## src/rtl/frame_handshake_receiver.sv

```systemverilog
`default_nettype none
// +--------------------------------------------------------------------------+
// | Module      : frame_handshake_receiver                                   |
// | Description : Four-phase handshake frame receiver. Reassembles a frame   |
// |               from CHUNK-bit link words. The first word is a header and  |
// |               is discarded. Each word carries a last flag and odd parity.|
// |               The frame is handed on through valid/ready.                |
// | Revision    : 1.0 - initial release                                      |
// +--------------------------------------------------------------------------+
module frame_handshake_receiver #(
   parameter int FRAME_BITS     = 1500,
   parameter int CHUNK          = 4,
   parameter int SYNC_STAGES    = 2,
   parameter int TIMEOUT_CYCLES = 4096,
   parameter int LEN_W          = $clog2(FRAME_BITS + 1)
) (
   input  logic                  clk_receiver,
   input  logic                  rst,
   input  logic                  wire_req,
   input  logic [CHUNK+1:0]      wire_data_deliver,
   output logic                  reg_ack,
   output logic [FRAME_BITS-1:0] frame_data,
   output logic [LEN_W-1:0]      frame_len,
   output logic                  frame_valid,
   input  logic                  frame_ready,
   output logic                  overflow,
   output logic                  parity_err,
   output logic                  timeout_err
);

   localparam int c_TCNT_W = (TIMEOUT_CYCLES > 0) ? $clog2(TIMEOUT_CYCLES + 1) : 1;
   localparam int c_SLOTS  = FRAME_BITS / CHUNK;
   localparam logic [LEN_W:0]      c_FRAME_BITS = (LEN_W+1)'(FRAME_BITS);
   localparam logic [LEN_W:0]      c_CHUNK_W    = (LEN_W+1)'(CHUNK);
   localparam logic [LEN_W-1:0]    c_CHUNK      = LEN_W'(CHUNK);
   localparam logic [c_TCNT_W-1:0] c_TMO_LAST   =
      (TIMEOUT_CYCLES > 0) ? c_TCNT_W'(TIMEOUT_CYCLES - 1) : '0;

   typedef enum logic [2:0] {
      S_HDR      = 3'd0,
      S_HDR_ACK  = 3'd1,
      S_DATA     = 3'd2,
      S_DATA_ACK = 3'd3,
      S_DONE     = 3'd4
   } state_t;

   state_t                  r_state, w_state_nxt;
   logic [SYNC_STAGES-1:0]  r_sync;
   logic [LEN_W-1:0]        r_ptr, w_ptr_nxt;
   logic                    r_last, w_last_nxt;
   logic                    r_stored, w_stored_nxt;
   logic                    r_perr_seen, w_perr_seen_nxt;
   logic [c_TCNT_W-1:0]     r_tcnt;

   logic                    w_ack_nxt, w_valid_nxt, w_ovf_nxt, w_perr_nxt, w_tmo_err_nxt;
   logic [FRAME_BITS-1:0]   w_data_nxt;
   logic [LEN_W-1:0]        w_len_nxt;

   logic                    w_req_s, w_par_ok, w_fits, w_timed, w_tmo;
   logic [CHUNK-1:0]        w_chunk;
   logic [LEN_W-1:0]        w_ptr_adv;

   assign w_req_s   = r_sync[SYNC_STAGES-1];
   assign w_par_ok  = ^wire_data_deliver;
   assign w_chunk   = wire_data_deliver[CHUNK-1:0];
   // Pointer is always a multiple of CHUNK, so this also rejects a partial tail slot.
   assign w_fits    = ({1'b0, r_ptr} + c_CHUNK_W) <= c_FRAME_BITS;
   assign w_ptr_adv = r_stored ? (r_ptr + c_CHUNK) : r_ptr;
   assign w_timed   = (r_state == S_HDR_ACK) || (r_state == S_DATA) || (r_state == S_DATA_ACK);
   assign w_tmo     = (TIMEOUT_CYCLES > 0) && w_timed && (r_tcnt == c_TMO_LAST);

   // Request synchroniser: wire_req is asynchronous to clk_receiver.
   always_ff @(posedge clk_receiver) begin
      if (rst) r_sync <= '0;
      else     r_sync <= {r_sync[SYNC_STAGES-2:0], wire_req};
   end

   // Cycle counter for the mid-frame watchdog, restarted on every state change.
   always_ff @(posedge clk_receiver) begin
      if (rst || !w_timed || (w_state_nxt != r_state)) r_tcnt <= '0;
      else                                              r_tcnt <= r_tcnt + 1'b1;
   end

   // Next-state and next-output logic for the handshake FSM.
   always_comb begin
      w_state_nxt     = r_state;
      w_ack_nxt       = reg_ack;
      w_data_nxt      = frame_data;
      w_len_nxt       = frame_len;
      w_valid_nxt     = frame_valid;
      w_ovf_nxt       = overflow;
      w_ptr_nxt       = r_ptr;
      w_last_nxt      = r_last;
      w_stored_nxt    = r_stored;
      w_perr_nxt      = 1'b0;
      w_tmo_err_nxt   = 1'b0;
      // Remembers a parity pulse already issued in the current request phase.
      w_perr_seen_nxt = r_perr_seen & w_req_s;

      case (r_state)
         S_HDR: begin
            if (w_req_s) begin
               if (w_par_ok) begin
                  w_ack_nxt   = 1'b1;
                  w_ptr_nxt   = '0;
                  w_data_nxt  = '0;
                  w_ovf_nxt   = 1'b0;
                  w_state_nxt = S_HDR_ACK;
               end else begin
                  w_perr_nxt      = ~r_perr_seen;
                  w_perr_seen_nxt = 1'b1;
               end
            end
         end
         S_HDR_ACK: begin
            if (!w_req_s) begin
               w_ack_nxt   = 1'b0;
               w_state_nxt = S_DATA;
            end
         end
         S_DATA: begin
            if (w_req_s) begin
               if (w_par_ok) begin
                  if (w_fits) begin
                     for (int k = 0; k < c_SLOTS; k++) begin
                        if (r_ptr == LEN_W'(k * CHUNK))
                           w_data_nxt[k*CHUNK +: CHUNK] = w_chunk;
                     end
                     w_stored_nxt = 1'b1;
                  end else begin
                     w_stored_nxt = 1'b0;
                     w_ovf_nxt    = 1'b1;
                  end
                  w_last_nxt  = wire_data_deliver[CHUNK];
                  w_ack_nxt   = 1'b1;
                  w_state_nxt = S_DATA_ACK;
               end else begin
                  w_perr_nxt      = ~r_perr_seen;
                  w_perr_seen_nxt = 1'b1;
               end
            end
         end
         S_DATA_ACK: begin
            if (!w_req_s) begin
               w_ack_nxt = 1'b0;
               w_ptr_nxt = w_ptr_adv;
               if (r_last) begin
                  w_len_nxt   = w_ptr_adv;
                  w_valid_nxt = 1'b1;
                  w_state_nxt = S_DONE;
               end else begin
                  w_state_nxt = S_DATA;
               end
            end
         end
         S_DONE: begin
            if (frame_valid && frame_ready) begin
               w_valid_nxt = 1'b0;
               w_state_nxt = S_HDR;
            end
         end
         default: w_state_nxt = S_HDR;
      endcase

      // Watchdog abort overrides whatever the handshake was about to do.
      if (w_tmo) begin
         w_tmo_err_nxt = 1'b1;
         w_ack_nxt     = 1'b0;
         w_valid_nxt   = 1'b0;
         w_ptr_nxt     = '0;
         w_state_nxt   = S_HDR;
      end
   end

   // State and output registers.
   always_ff @(posedge clk_receiver) begin
      if (rst) begin
         r_state     <= S_HDR;
         r_ptr       <= '0;
         r_last      <= 1'b0;
         r_stored    <= 1'b0;
         r_perr_seen <= 1'b0;
         reg_ack     <= 1'b0;
         frame_data  <= '0;
         frame_len   <= '0;
         frame_valid <= 1'b0;
         overflow    <= 1'b0;
         parity_err  <= 1'b0;
         timeout_err <= 1'b0;
      end else begin
         r_state     <= w_state_nxt;
         r_ptr       <= w_ptr_nxt;
         r_last      <= w_last_nxt;
         r_stored    <= w_stored_nxt;
         r_perr_seen <= w_perr_seen_nxt;
         reg_ack     <= w_ack_nxt;
         frame_data  <= w_data_nxt;
         frame_len   <= w_len_nxt;
         frame_valid <= w_valid_nxt;
         overflow    <= w_ovf_nxt;
         parity_err  <= w_perr_nxt;
         timeout_err <= w_tmo_err_nxt;
      end
   end

endmodule
`default_nettype wire

```

## config.mk

```make
export PLATFORM = sky130hd
export DESIGN_NAME = frame_handshake_receiver
export DESIGN_NICKNAME = d
export VERILOG_FILES = /design/src/rtl/frame_handshake_receiver.sv
export SDC_FILE = /design/constraint.sdc
export NUM_CORES = 2
export LEC_CHECK = 0
export ABC_CLOCK_PERIOD_IN_PS = 2150
export CAP_MARGIN = 30
export CELL_PAD_IN_SITES_DETAIL_PLACEMENT = 0
export CELL_PAD_IN_SITES_GLOBAL_PLACEMENT = 1
export CORE_AREA = 2 2 598 600
export CTS_BUF_LIST = sky130_fd_sc_hd__clkbuf_16
export CTS_CLUSTER_DIAMETER = 50
export DETAILED_ROUTE_END_ITERATION = 10
export DIE_AREA = 0 0 600 602
export MAX_ROUTING_LAYER = met4
export PLACE_DENSITY = 0.54
export SETUP_SLACK_MARGIN = 0.5
export SLEW_MARGIN = 10
export SYNTH_ARGS = -nofsm -noshare
export SYNTH_HDL_FRONTEND = slang
export SYNTH_SLANG_ARGS = --single-unit
```

## constraint.sdc

```tcl
create_clock -name clk_receiver -period 2.15 [get_ports clk_receiver]
set_input_delay 0.645 -clock clk_receiver [delete_from_list [all_inputs] [get_ports clk_receiver]]
set_output_delay 0.645 -clock clk_receiver [all_outputs]
set_load 0.005 [all_outputs]
```

==> run summary <==
The run finished, with violations left. The checks that failed: setup timing. TritonCTS built the clock tree. The total number of clock tree sinks came out at 1544. The data arrival time of the critical path is 2980 ps. The number of levels in the clock H-tree came out at 5. The critical path's most frequent cell is buf_6. The core area is 355000 µm². For this run, design rule violations remaining after detail routing come to 0. Of the cells placed in the final design, the portion with a size suffix greater than 1 is 0.413.

In this run the clock root is driven by a clkbuf_16. In this run the vertical extent of the chip is 602 µm. The number of ports placed on the die boundary is 1526.

The die width is 600 µm. Of the available clock period, the critical path in the final layout requires 1.05. The endpoint with the worst hold slack is r_last.

For this run, the post-layout net count is 8561. The number of buffers created by CTS is 264. The total global routing overflow is 0. The aggregate global-route resource usage is 0.202. The post-synthesis instance total came out at 6089. The worst clock skew is 57.5 ps. Setup repair after global routing could not meet its margin everywhere.

The peak fanout along the critical path came out at 8. The max-capacitance violation count is 0. The fill cell total of the finished layout is 36586. The number of global-route vias before repair is 55066. The global placer's final weighted congestion came out at 0.836. The detailed placer's ending HPWL came out at 289000 µm.

The post-detailed-route count of antenna-violating nets came out at 0. The worst-case setup margin in the final layout is -98.0 ps. The startpoint kind of the worst setup timing path is a flip-flop.

The worst-case IR drop observed on VDD is 0.000507 V. Sorting the synthesized cells by how often they occur yields nand2_1 (1869), dfxtp_1 (1544), mux2i_1 (1492). At the worst endpoint, the required time is 2880 ps. The largest net degree at the start of global routing is 72. Port buffering added 1523 buffers. The startpoint identified for the worst register-to-register timing path is r_ptr[7].

The initial core utilization came out at 0.174. The post-route core utilization came out at 0.305. In the final routed layout, each cell accounts on average for 28.1 µm. The finished layout holds 13505 standard cells, fillers aside. On the critical path, the stage with the largest delay is an instance of nor4_4. The critical path's largest stage delay came out at 380 ps. The most common cell in the synthesized netlist is nand2_1. After synthesis, the cell types taking the most area are dfxtp_1 (50%), mux2i_1 (24%), nand2_1 (11%). The initial antenna violation count came out at 13. The final count of hold timing violations is 0.

Power spread over the standard cell area amounts to 730 nW/µm². For this block, the initial DRC count from the detailed router was 2823. The number of pins with negative max-slew slack in the final report came out at 0. The die area is 361000 µm².

Of all flip-flops after synthesis, the portion carrying an async set or reset was 0. Of the post-synthesis cell area, the dominant cell type holds 0.499. The worst hold path cell count came out at 4.

The initialized floorplan defines 219 standard-cell rows. Static timing analysis puts the maximum clock frequency at 445 MHz. In this run the most critical hold path is launched from wire_data_deliver[4]. The summed instance area of the synthesized netlist came out at 61900 µm². The final routed wirelength across all metal layers is 380000 µm. The leakage power is 46.5 nW. The setup path with the least slack is of type reg2reg. The area growth from synthesis to layout is 74.7%.

The first global-routing pass estimated 491000 µm of wire. The distinct cell type count of the synthesized netlist came out at 65. After layout, the minimum clock period comes to 2250 ps. The slew at the pin closest to its max-slew limit came out at 542 ps. The sequential area share after synthesis came out at 0.499. Yosys mapped a number of flops with a built-in enable equal to 0. The later-pin clock latency in the skew report came out at 890 ps.

Hold repair after CTS inserted 0 buffers. The setup total negative slack is -6610 ps. The kind of capture point of the worst setup path is a flip-flop. During synthesis, Yosys emitted a total of 0 warnings. The worst reg2reg path depth is 9. Timing analysis after detailed placement gives a worst setup slack of -1290 ps.

The clock-pin slew on the worst setup and hold paths is 50 ps. The detailed router placed 54655 vias in this run. The post-detailed-route via-to-cell ratio is 4.05. In the synthesized netlist the dominant register cell turns out to be dfxtp_1.

The average size of a mapped cell came out at 10.2 µm². The final-layout worst hold slack is 278 ps. The path category of the worst min-delay check is in2reg. The number of buffers between clock root and the deepest sink came out at 4. The biggest area contributor in the post-synthesis netlist is dfxtp_1. The setup slack of the worst register-to-register path is -100 ps. The relative slew slack came out at 0.639. The signal on the critical path passes through buf_6 > buf_6 > nand3b_1 > nor4_4 > nor3_4 > buf_12 > clkbuf_16 > o211a_1 > a32o_1. In this run, placement finished with an instance count of 12636. The first TritonRoute pass finished after 6 iterations.

Setup violations remaining at the end of the flow were counted as 193. The worst register-to-register path ends at r_stored. The register bit count reported by yosys is 1544.
[critical path: cells and delay by family (launching register included)]
| family | cells | cell delay [ps] |
|---|---|---|
| AND/OR/NAND/NOR | 3 | 660 |
| buffers and inverters | 4 | 580 |
| AO/OA/AOI/OAI | 2 | 530 |
| flip-flops | 1 | 350 |
[metal layers]
metal / routed length, µm / global-route usage / share of wire / up-vias
li1: - / - / - / 25430
met1: 149000 / 0.221 / 0.39 / 27153
met2: 196000 / 0.359 / 0.52 / 1575
met3: 21400 / 0.0457 / 0.056 / 497
met4: 13600 / 0.0646 / 0.036 / 0
met5: 0 / - / 0 / -
[power by group]
| group | leakage (nW) | internal (W) | total (W) | switching, W |
|---|---|---|---|---|
| Clock | 4.35 | 0.0260 | 0.0427 | 0.0167 |
| Sequential | 12.8 | 0.0287 | 0.0287 | 0.0000605 |
| Combinational | 29.3 | 0.00341 | 0.00756 | 0.00415 |
[registers in the layout, indices dropped and copies added, names as in the netlist]
| register | flops |
|---|---|
| r_last | 1 |
| timeout_err | 1 |
| r_stored | 1 |
| frame_valid | 1 |
| r_state | 3 |
| r_ptr | 9 |
| r_perr_seen | 1 |
| r_sync | 2 |
| r_tcnt | 13 |
| reg_ack | 1 |
| frame_data | 1500 |
| overflow | 1 |
| frame_len | 9 |
| parity_err | 1 |
[placed cells by master, fill, tap and decap left out, types with 9 or more instances in the layout]
| cell type | count |
|---|---|
| clkinv_2 | 37 |
| nand2_4 | 104 |
| clkinv_1 | 35 |
| mux2i_1 | 1487 |
| clkinv_4 | 10 |
| a211oi_1 | 17 |
| o31ai_4 | 10 |
| nor2_4 | 53 |
| clkbuf_16 | 297 |
| dfxtp_2 | 672 |
| o21ai_0 | 20 |
| nor2_1 | 28 |
| a22o_1 | 16 |
| bufinv_16 | 25 |
| nor2_2 | 11 |
| buf_4 | 622 |
| a21oi_2 | 27 |
| nand4_1 | 9 |
| nand2_1 | 1663 |
| dfxtp_1 | 813 |
| nand3b_1 | 11 |
| buf_12 | 382 |
| nand2_2 | 92 |
| o2111ai_4 | 11 |
| inv_1 | 31 |
| clkinvlp_4 | 23 |
| nand2_8 | 10 |
| buf_8 | 26 |
| dfxtp_4 | 59 |
| inv_6 | 27 |
| a21oi_1 | 14 |
| buf_16 | 29 |
| xor2_1 | 11 |
| o31ai_1 | 45 |
| dlygate4sd2_1 | 849 |
| nand3_1 | 11 |
| buf_6 | 724 |
| a21oi_4 | 252 |
[repair_timing]
action | 4_1_cts | 5_1_grt
setup buffers | 112 | 237
gates cloned | 10 | 34
gates resized for setup | 3564 | 2371
setup endpoints to repair | 3053 | 3050
pin swaps | 92 | 211
[worst max path at each step]
| stage | startpoint | to | slack, ps | depth (start not counted) |
|---|---|---|---|---|
| 5_1_grt | r_ptr[2] | frame_data[1394] | -200 | 11 |
| 4_1_cts | r_ptr[2] | frame_data[522] | -180 | 10 |
| 6_report | r_ptr[7] | r_stored | -100 | 9 |
| 3_3_place_gp | wire_data_deliver[4] | frame_data[1015] | -1340 | 9 |
| 3_5_place_dp | wire_data_deliver[4] | frame_data[1023] | -1290 | 9 |
| 2_1_floorplan | wire_data_deliver[2] | frame_data[160] | -90 | 8 |
[area by class of cell]
class / count / area, µm² / area share
repair buffers: 2679 / 30000 / 0.278
flip-flops and latches: 1544 / 32000 / 0.296
clock inverters: 205 / 2130 / 0.0197
multi-input cells: 4043 / 31300 / 0.290
clock buffers: 267 / 6680 / 0.0618
inverters: 12 / 62.6 / 0.000578
diodes: 4 / 10.0 / 0.0000925
well taps: 4751 / 5940 / 0.0550
[kinds of logic (layout without fill, tap and decap cells)]
group / count (synthesis) / after routing / synth area share
compound gates: 454 / 454 / 0.0848
xor+xnor: 22 / 22 / 0.00372
fa+ha+maj: 7 / 7 / 0.00141
buf+inv: 503 / 3163 / 0.0393
flops: 1544 / 1544 / 0.499
mux: 1492 / 1492 / 0.241
other cells: 1 / 6 / 0.0000606
simple gates: 2066 / 2066 / 0.130
[through the flow]
stage                     total power [W]  instance area, µm²
after floorplan                    0.0330               62200
after global placement             0.0358               90700
after detailed placement           0.0359               90700
after CTS                          0.0793              101000
after global routing               0.0816              108000
final                              0.0790              108000
No activity file was read; power rests on OpenSTA's default activity.
